### config.mk
export PLATFORM = sky130hd
export DESIGN_NAME = alu_requester
export DESIGN_NICKNAME = d
export VERILOG_FILES = /design/src/rtl/alu_requester.sv
export SDC_FILE = /design/constraint.sdc
export NUM_CORES = 1
export LEC_CHECK = 0
export BUFFER_PORTS_ARGS = -buffer_cell sky130_fd_sc_hd__buf_4
export CORE_MARGIN = 2
export CORE_UTILIZATION = 31
export CTS_CLUSTER_SIZE = 30
export DETAILED_ROUTE_END_ITERATION = 8
export PLACE_DENSITY = 0.61
export RECOVER_POWER = 50
export SLEW_MARGIN = 20
export SYNTH_ARGS = -nofsm -noshare
export SYNTH_HDL_FRONTEND = slang
export SYNTH_SLANG_ARGS = --single-unit
### constraint.sdc
create_clock -name clk -period 2.09 [get_ports clk]
set_input_delay 0.3135 -clock clk [delete_from_list [all_inputs] [get_ports clk]]
set_output_delay 0.3135 -clock clk [all_outputs]
set_load 0.1 [all_outputs]
### src/rtl/alu_requester.sv
// Command/response front end for a combinational ALU: holds operands on the ALU for
// SETTLE edges, then captures the result into a response register.
module alu_requester #(
   parameter int unsigned SETTLE = 2
) (
   input  logic        clk,
   input  logic        rst,
   input  logic        cmd_valid,
   output logic        cmd_ready,
   input  logic [5:0]  cmd_op,
   input  logic [31:0] cmd_a,
   input  logic [31:0] cmd_b,
   output logic [31:0] num1,
   output logic [31:0] num2,
   output logic [5:0]  alu_ctrl,
   input  logic [31:0] res,
   input  logic        zero,
   output logic        rsp_valid,
   input  logic        rsp_ready,
   output logic [31:0] rsp_res,
   output logic        rsp_zero,
   output logic        rsp_err,
   output logic [15:0] op_count
);

   typedef enum logic [1:0] {IDLE, DRIVE, RESP} state_t;

   state_t      r_state;
   state_t      w_next_state;
   logic [3:0]  r_cnt;
   logic [31:0] r_num1;
   logic [31:0] r_num2;
   logic [5:0]  r_alu_ctrl;
   logic [31:0] r_rsp_res;
   logic        r_rsp_zero;
   logic        r_rsp_err;
   logic [15:0] r_op_count;
   logic        w_legal;
   logic        w_accept;
   logic        w_rsp_hs;

   always_comb begin
      w_legal = 1'b0;
      case (cmd_op)
         6'd4, 6'd5, 6'd6, 6'd9, 6'd10, 6'd11, 6'd12: w_legal = 1'b1;
         default:                                     w_legal = 1'b0;
      endcase
   end

   // Both handshake outputs are gated by rst so nothing is offered during reset.
   assign cmd_ready = (r_state == IDLE) && !rst;
   assign rsp_valid = (r_state == RESP) && !rst;
   assign w_accept  = cmd_valid && cmd_ready;
   assign w_rsp_hs  = rsp_valid && rsp_ready;

   always_comb begin
      w_next_state = r_state;
      case (r_state)
         IDLE:    if (w_accept) w_next_state = w_legal ? DRIVE : RESP;
         DRIVE:   if (r_cnt == '0) w_next_state = RESP;
         RESP:    if (w_rsp_hs) w_next_state = IDLE;
         default: w_next_state = IDLE;
      endcase
   end

   always_ff @(posedge clk) begin
      if (rst) begin
         r_state    <= IDLE;
         r_cnt      <= '0;
         r_num1     <= '0;
         r_num2     <= '0;
         r_alu_ctrl <= '0;
         r_rsp_res  <= '0;
         r_rsp_zero <= 1'b0;
         r_rsp_err  <= 1'b0;
         r_op_count <= '0;
      end else begin
         r_state <= w_next_state;
         case (r_state)
            IDLE: begin
               if (w_accept) begin
                  if (w_legal) begin
                     r_num1     <= cmd_a;
                     r_num2     <= cmd_b;
                     r_alu_ctrl <= cmd_op;
                     r_cnt      <= 4'(SETTLE - 1);
                  end else begin
                     r_rsp_res  <= '0;
                     r_rsp_zero <= 1'b0;
                     r_rsp_err  <= 1'b1;
                  end
               end
            end
            DRIVE: begin
               if (r_cnt == '0) begin
                  r_rsp_res  <= res;
                  r_rsp_zero <= zero;
                  r_rsp_err  <= 1'b0;
               end else begin
                  r_cnt <= r_cnt - 4'd1;
               end
            end
            RESP: begin
               if (w_rsp_hs && !r_rsp_err) r_op_count <= r_op_count + 16'd1;
            end
            default: ;
         endcase
      end
   end

   assign num1     = r_num1;
   assign num2     = r_num2;
   assign alu_ctrl = r_alu_ctrl;
   assign rsp_res  = r_rsp_res;
   assign rsp_zero = r_rsp_zero;
   assign rsp_err  = r_rsp_err;
   assign op_count = r_op_count;

endmodule

Yosys cells after proc, flatten, opt, wreduce, memory -nomap -nowiden. Index checks and enable logic that the tools add are counted.

Bits in registers: 126. Bits of input ports: 107. Output and inout port bits: 122. Word-level logic and storage cells: 64.

Add/sub/neg operators: 2. Equality and inequality tests: 15. Mux-type cells: 22. Reductions and logical operators: 16.

Operator list (number): $mux W32 (3); $pmux W32 S2 (1); $eq A6 B4 Y1 const B (4); $eq A6 B3 Y1 const B (3); $add A16 B1 Y16 const B (1); $mux W4 (3); $ne A2 B2 Y1 const B (6); $mux W2 (4); $pmux W4 S2 (1); $reduce_and A4 Y1 (2); $mux W1 (7); $reduce_or A7 Y1 (1); $pmux W2 S3 (1); $reduce_and A3 Y1 (2); $logic_and A1 B1 Y1 (5); $logic_not A4 Y1 (1); $pmux W1 S2 (2); $sub A4 B1 Y4 const B (1); $eq A2 B1 Y1 const B (1); $eq A2 B2 Y1 const B (1); $logic_not A1 Y1 (2); $logic_not A2 Y1 (1); $reduce_and A2 Y1 (1); $reduce_bool A2 Y1 (1).

Depth between registers and ports, before layout. Gate-level depths: netlist (run 1).

Depth in word-level cells: 6. Mapped depth: 8. Gate-level depth less buffers: 6.

Worst setup path before layout (run 1). No wires, ideal clock.

Path kind: input port to output port. From: input port rst. To: output port cmd_ready. Data arrival time: 2739 ps. Data required time: 1776 ps. Path slack: -962 ps. Stages: 3. Path buffers: 2. Path through: clkbuf_1 buf_1 nor3_1.

Word-level cells in the longest chain between the ends: 2.

RTL lines: from (decl) (line 7) `input logic rst,`; $logic_not A1 Y1 (line 51) `assign cmd_ready = (r_state == IDLE) && !rst;`; $logic_and A1 B1 Y1 (line 51); to (decl) (line 9) `output logic cmd_ready,`.

No other way between the ends.

Final worst setup path (run 1).
From: register r_state[1]. To: output port rsp_valid.

Word-level cells in the longest chain between the ends: 2.

RTL lines: from (decl) (line 28) `state_t r_state;`; from (signal assigned) (line 78) `r_state <= w_next_state;`; $eq A2 B2 Y1 (line 52) `assign rsp_valid = (r_state == RESP) && !rst;`; $logic_and A1 B1 Y1 (line 52); to (decl) (line 18) `output logic rsp_valid,`.

No other way between the ends.

==> results of run 1 <==
worst max-delay path, delay by kind of cell, from the launching register on:
family / cells / cell delay [ns]
buf+inv: 3 / 0.62
flops: 1 / 0.42
simple gates: 1 / 0.19
where the power goes:
part / total [W] / switching (W) / internal (W)
logic: 0.000631 / 0.000381 / 0.000250
registers: 0.00244 / 0.0000163 / 0.00243
clock network: 0.00293 / 0.00102 / 0.00191
area by class of cell:
cell class	instances	area, um^2
fill	1710	8980
multi-input combinational	413	2550
sequential	126	2530
timing repair buffer	245	1630
clock buffer	22	464
tap	220	275
clock inverter	8	115
inverter	6	25.0
kinds of logic (layout without fill, tap and decap cells):
| logic type | Yosys count | count (layout) | share of synthesized area |
|---|---|---|---|
| AOI/OAI and AO/OA | 34 | 34 | 0.0486 |
| xor gates and xnor gates | 7 | 7 | 0.0117 |
| and+or+nand+nor | 266 | 266 | 0.216 |
| DFF | 126 | 126 | 0.480 |
| buffers and inverters | 48 | 281 | 0.0400 |
| muxes | 103 | 103 | 0.196 |
| adders and majority gates | 3 | 3 | 0.00714 |
repair_timing:
item,4_1_cts,5_1_grt
pin swaps,0,0
setup endpoints to repair,1,6
resized for setup,1,2
cells in the final DEF, fill, tap and decap left out, drive strengths merged, types with 6 or more instances in the layout:
master,n
nand2,210
xor2,7
mux2i,102
buf,126
inv,6
clkbuf,141
dfxtp,126
nand4,8
a21oi,9
nor2,10
routing by layer:
metal | track usage | wire length (um) | vias up
met3 | 0.0601 | 1200 | 9
met2 | 0.231 | 6200 | 151
li1 | - | - | 2401
met1 | 0.205 | 6540 | 2080
met5 | 0 | 0 | -
met4 | 0.0526 | 95 | 0
sequential cells by signal (all words and copies together), names as in the netlist:
register	flops
num2	32
rsp_err	1
rsp_zero	1
alu_ctrl	6
r_cnt	4
op_count	16
num1	32
r_state	2
rsp_res	32
final timing paths:
path              cells after the start                        to               startpoint  slack [ns]
hold / removal                        3  rsp_res[30]$_SDFFE_PP0P_                  res[30]        0.14
hold reg to reg                       2     num1[11]$_SDFFE_PP0P_    num1[11]$_SDFFE_PP0P_        0.45
setup reg to reg                      7   rsp_res[4]$_SDFFE_PP0P_    r_cnt[0]$_SDFFE_PP0P_        0.15
setup / recovery                      4                 rsp_valid  r_state[1]$_SDFFE_PP0P_        0.14
per-stage QoR:
stage          area, um^2  hold WS (ns)  setup WS (ns)  std cells
6_report             7600         0.145          0.137       1040
5_1_grt              7600         0.137         0.0271       1040
4_1_cts              7900         0.130         0.0194       1040
3_3_place_gp         7310         0.442          0.111       1010
2_1_floorplan        5280         0.444         0.0302        587
3_5_place_dp         7310         0.448          0.102       1010
==> flow_summary.toml, run 1 <==
[synth]
ys_top_cells_by_count = "nand2_1 (210), dfxtp_1 (126), mux2i_1 (102)"
synth_edf_count = 0
synth.distinct_cells = 46
synth_flop_cell = "dfxtp_1"
synth_top_area_frac = 0.480
yosysMostFrequentCell = "nand2_1"
synth.avg_cell_area_um2 = 8.95
netlist_area_mm2 = 0.00526
synth_area_leaders = "dfxtp_1 (48%), mux2i_1 (19%), nand2_1 (15%)"
seq_area_frac_synth = 0.480
async_reset_ff_frac = 0
yosys.area.top_type = "dfxtp_1"
syn_nets = 697
ys.warnings.count = 0
synth_cells = 587
ys_ff_latch = 126

[place]
port_buffers = 228
place_congestion = 0.723
place_hpwl_um = 9920

[sta]
rsz0062_at_grt = "no"
final-setup-viol-count = 0
slew_headroom = 0.580
fin_tns_setup_ns = 0
tightest_slew_ns = 0.623
fin_worst_skew_ns = 0.0194
final_hold_viol_count = 0
slew_viol_final = 0
max_freq_mhz = 512
period_share = 0.934
final.min_clock_period_ns = 1.95

[clock_network]
cts-root-buf = "clkbuf_16"
clk_pin_slew_worst_paths_ns = 0.06
cts_tree = "built"
hold_buffers = 0
cts_buffers = 17
insertion_delay_ns = 0.42
clkSinkCount = 126
max-clock-path-buffers = 2
cts_setup_buffers = 0
cts_max_level = 4

[grt]
grt_usage = 0.155
grt_pass1_wl_um = 22500
grt_start_max_net_pins = 92
antenna_found_initial = 0
grt_pass1_vias = 4427
grt-ovfl-total = 0

[worst_setup_path]
endpoint_kind = "output port"
max_stage_delay_ns = 0.42
critPathSlowestCell = "dfxtp_1"
cp_common_cell = "buf_4"
critical_path_class = "register to output port"
crit_chain = "buf_4 -> nor3b_2 -> buf_4 -> buf_6"
cp_data_arrival_time_ns = 1.64
worstPathRequired_ns = 1.78
path_max_fanout = 11
crit_path_start_kind = "register"

[floorplanning]
initial_utilization = 0.317
rows = 47
die_x_um = 134
ioPinCount = 229
core_area_mm2 = 0.0166
die_area_mm2 = 0.0180
chipHeight_um = 134

[detailed_routing]
drc_errors = 0
wl_um = 14000
drt_first_pass_iters = 6
first_iter_violations = 202
viasPerCell = 4.46
antenna_left = 0
wl_per_cell_um = 13.5
vias = 4641

[power]
p_leak_nw = 3.38
p_per_area_mw_per_mm2 = 791
ir_drop_v = 0.000513
fin_total_pwr_w = 0.00601

[layout]
syn2layout_area_growth_pct = 44.6
antenna_cells = 0
drive_gt1_frac = 0.366
num-nets-final = 919
utilization = 0.458

[status]
status = "complete, no violations"

[min_path]
hp-class = "primary input to register"

[run]
cap_violations = 0
Power figures use the tool's default switching activity.
==> run 2: changes to the inputs <==
==> constraint.sdc (replaced) <==
create_clock -name clk -period 2.09 [get_ports clk]
set_input_delay 0.209 -clock clk [delete_from_list [all_inputs] [get_ports clk]]
set_output_delay 0.209 -clock clk [all_outputs]
set_load 0.1 [all_outputs]
==> run 2 against run 1 <==
  * Die area did not move
  * Flip-flop and latch count unchanged
  * Design area is 0.18% higher
  * Non-clock buffer count decreased by 2
  * Cell count down 0.38%
  * Power up 3.3%
  * Critical path depth increased by 3
  * Via count is 0.13% higher
  * Worst setup slack improved by 0.024 ns
  * Combinational power decreased by 1%
  * Global-route usage increased by 0.076 points
  * Critical path type is now register to register
  * Critical endpoint is now rsp_res[6]$_SDFFE_PP0P_
  * Largest cell class unchanged
  * Largest power group unchanged
  * Highest routed layer unchanged
==> flow_summary.toml, run 2 (synthesis gave the netlist of run 1 again) <==
[worst_setup_path]
cp_data_arrival_time_ns = 2.21
r2r_setup_slack_ns = 0.16
worstPathRequired_ns = 2.37
rr_worst_depth = 7
regToRegStartpoint = "r_cnt[0]$_SDFFE_PP0P_"
crit_start = "r_cnt[0]$_SDFFE_PP0P_"
endpoint = "rsp_res[6]$_SDFFE_PP0P_"
crit_path_start_kind = "register"
path_max_fanout = 29
endpoint_kind = "register"
critical_path_class = "register to register"
rr_endpoint = "rsp_res[6]$_SDFFE_PP0P_"

[floorplanning]
ioPinCount = 229
initial_utilization = 0.317
rows = 47
core_area_mm2 = 0.0166
chipHeight_um = 134
die_area_mm2 = 0.0180
die_x_um = 134

[grt]
grt-ovfl-total = 0
antenna_found_initial = 0
grt_pass1_wl_um = 22500
grt_start_max_net_pins = 70
grt_usage = 0.156
grt_pass1_vias = 4476

[clock_network]
cts_resized = 0
cts_tree = "built"
hold_buffers = 0
clkSinkCount = 126
insertion_delay_ns = 0.40
cts_buffers = 17
cts_max_level = 4
cts_setup_buffers = 0
max-clock-path-buffers = 2
clk_pin_slew_worst_paths_ns = 0.05
cts-root-buf = "clkbuf_16"

[layout]
num-nets-final = 917
antenna_cells = 0
drive_gt1_frac = 0.364
utilization = 0.459
syn2layout_area_growth_pct = 44.9
mostFrequentLayoutCell = "nand2_1"
stdcell_count = 1036
layout.area.seq_mm2 = 0.00253
fillers = 1681
layout_common_cells = "nand2_1 (210), clkbuf_2 (120), dfxtp_1 (117)"
multiInputGateArea_mm2 = 0.00254

[detailed_routing]
vias = 4647
drc_errors = 0
viasPerCell = 4.49
antenna_left = 0
wl_um = 14000
drt_first_pass_iters = 6
first_iter_violations = 205
wl_per_cell_um = 13.5

[min_path]
hp-class = "primary input to register"

[sta]
final-setup-viol-count = 0
max_freq_mhz = 519
tightest_slew_ns = 0.653
slew_headroom = 0.560
final.min_clock_period_ns = 1.93
fin_tns_setup_ns = 0
rsz0062_at_grt = "no"
final_hold_viol_count = 0
fin_worst_skew_ns = 0.00793
fin_ws_ns = 0.162
period_share = 0.923
slew_viol_final = 0

[power]
p_leak_nw = 3.38
ir_drop_v = 0.000539
p_per_area_mw_per_mm2 = 815
fin_total_pwr_w = 0.00621

[place]
port_buffers = 228
pre_cts_ws_ns = 0.154
place_hpwl_um = 9950
place_congestion = 0.720
dpl.cell_count = 1008

[run]
cap_violations = 0

[status]
status = "complete, no violations"
[run 2: changes by cell type in the layout (fill, tap and decap cells not counted), moves of 2 or more]
cell,change
clkinv_2,-4
clkbuf_1,-3
clkbuf_8,+3
buf_4,-2
[run 2: worst min path at each step]
stage	startpoint	endpoint	slack (ns)	cells after the start
4_1_cts	res[23]	rsp_res[23]$_SDFFE_PP0P_	0.03	3
2_1_floorplan	res[0]	rsp_res[0]$_SDFFE_PP0P_	0.35	2
6_report	res[11]	rsp_res[11]$_SDFFE_PP0P_	0.06	3
5_1_grt	res[2]	rsp_res[2]$_SDFFE_PP0P_	0.04	3
3_3_place_gp	num2[24]$_SDFFE_PP0P_	num2[24]$_SDFFE_PP0P_	0.45	2
3_5_place_dp	num2[15]$_SDFFE_PP0P_	num2[15]$_SDFFE_PP0P_	0.45	2
[run 2: power by group]
part | internal (W) | leakage (nW) | switching [W] | total (W)
combinational | 0.000246 | 2.06 | 0.000378 | 0.000624
clock | 0.00213 | 0.306 | 0.00102 | 0.00314
sequential | 0.00243 | 1.02 | 0.0000157 | 0.00244
total | 0.00480 | 3.38 | 0.00141 | 0.00621
[run 2: critical path: stages (launching register included)]
cell and delay (ns):
dfxtp_1 0.30, inv_1 0.11, ha_1 0.15, or3b_2 0.49
a21oi_1 0.20, o311ai_2 0.16, buf_12 0.22, mux2i_1 0.14
[run 2: per-stage QoR]
| stage | hold WS [ns] | area, um^2 |
|---|---|---|
| 4_1_cts | 0.0307 | 7920 |
| 3_5_place_dp | 0.446 | 7290 |
| 3_3_place_gp | 0.445 | 7290 |
| 6_report | 0.0553 | 7620 |
| 2_1_floorplan | 0.348 | 5280 |
| 5_1_grt | 0.0362 | 7620 |
[run 2: layer usage]
metal,part of all wire,up-vias,global-route usage
li1,-,2392,-
met1,0.46,2088,0.199
met2,0.43,157,0.234
met3,0.097,10,0.0737
met4,0.010,0,0.0480
met5,0,-,0
[run 2: layout make-up]
type                       count  area share
multi-input combinational    413       0.334
sequential                   126       0.333
timing repair buffer         243       0.212
clock buffer                  22      0.0649
tap                          220      0.0361
clock inverter                 6      0.0174
inverter                       6     0.00329
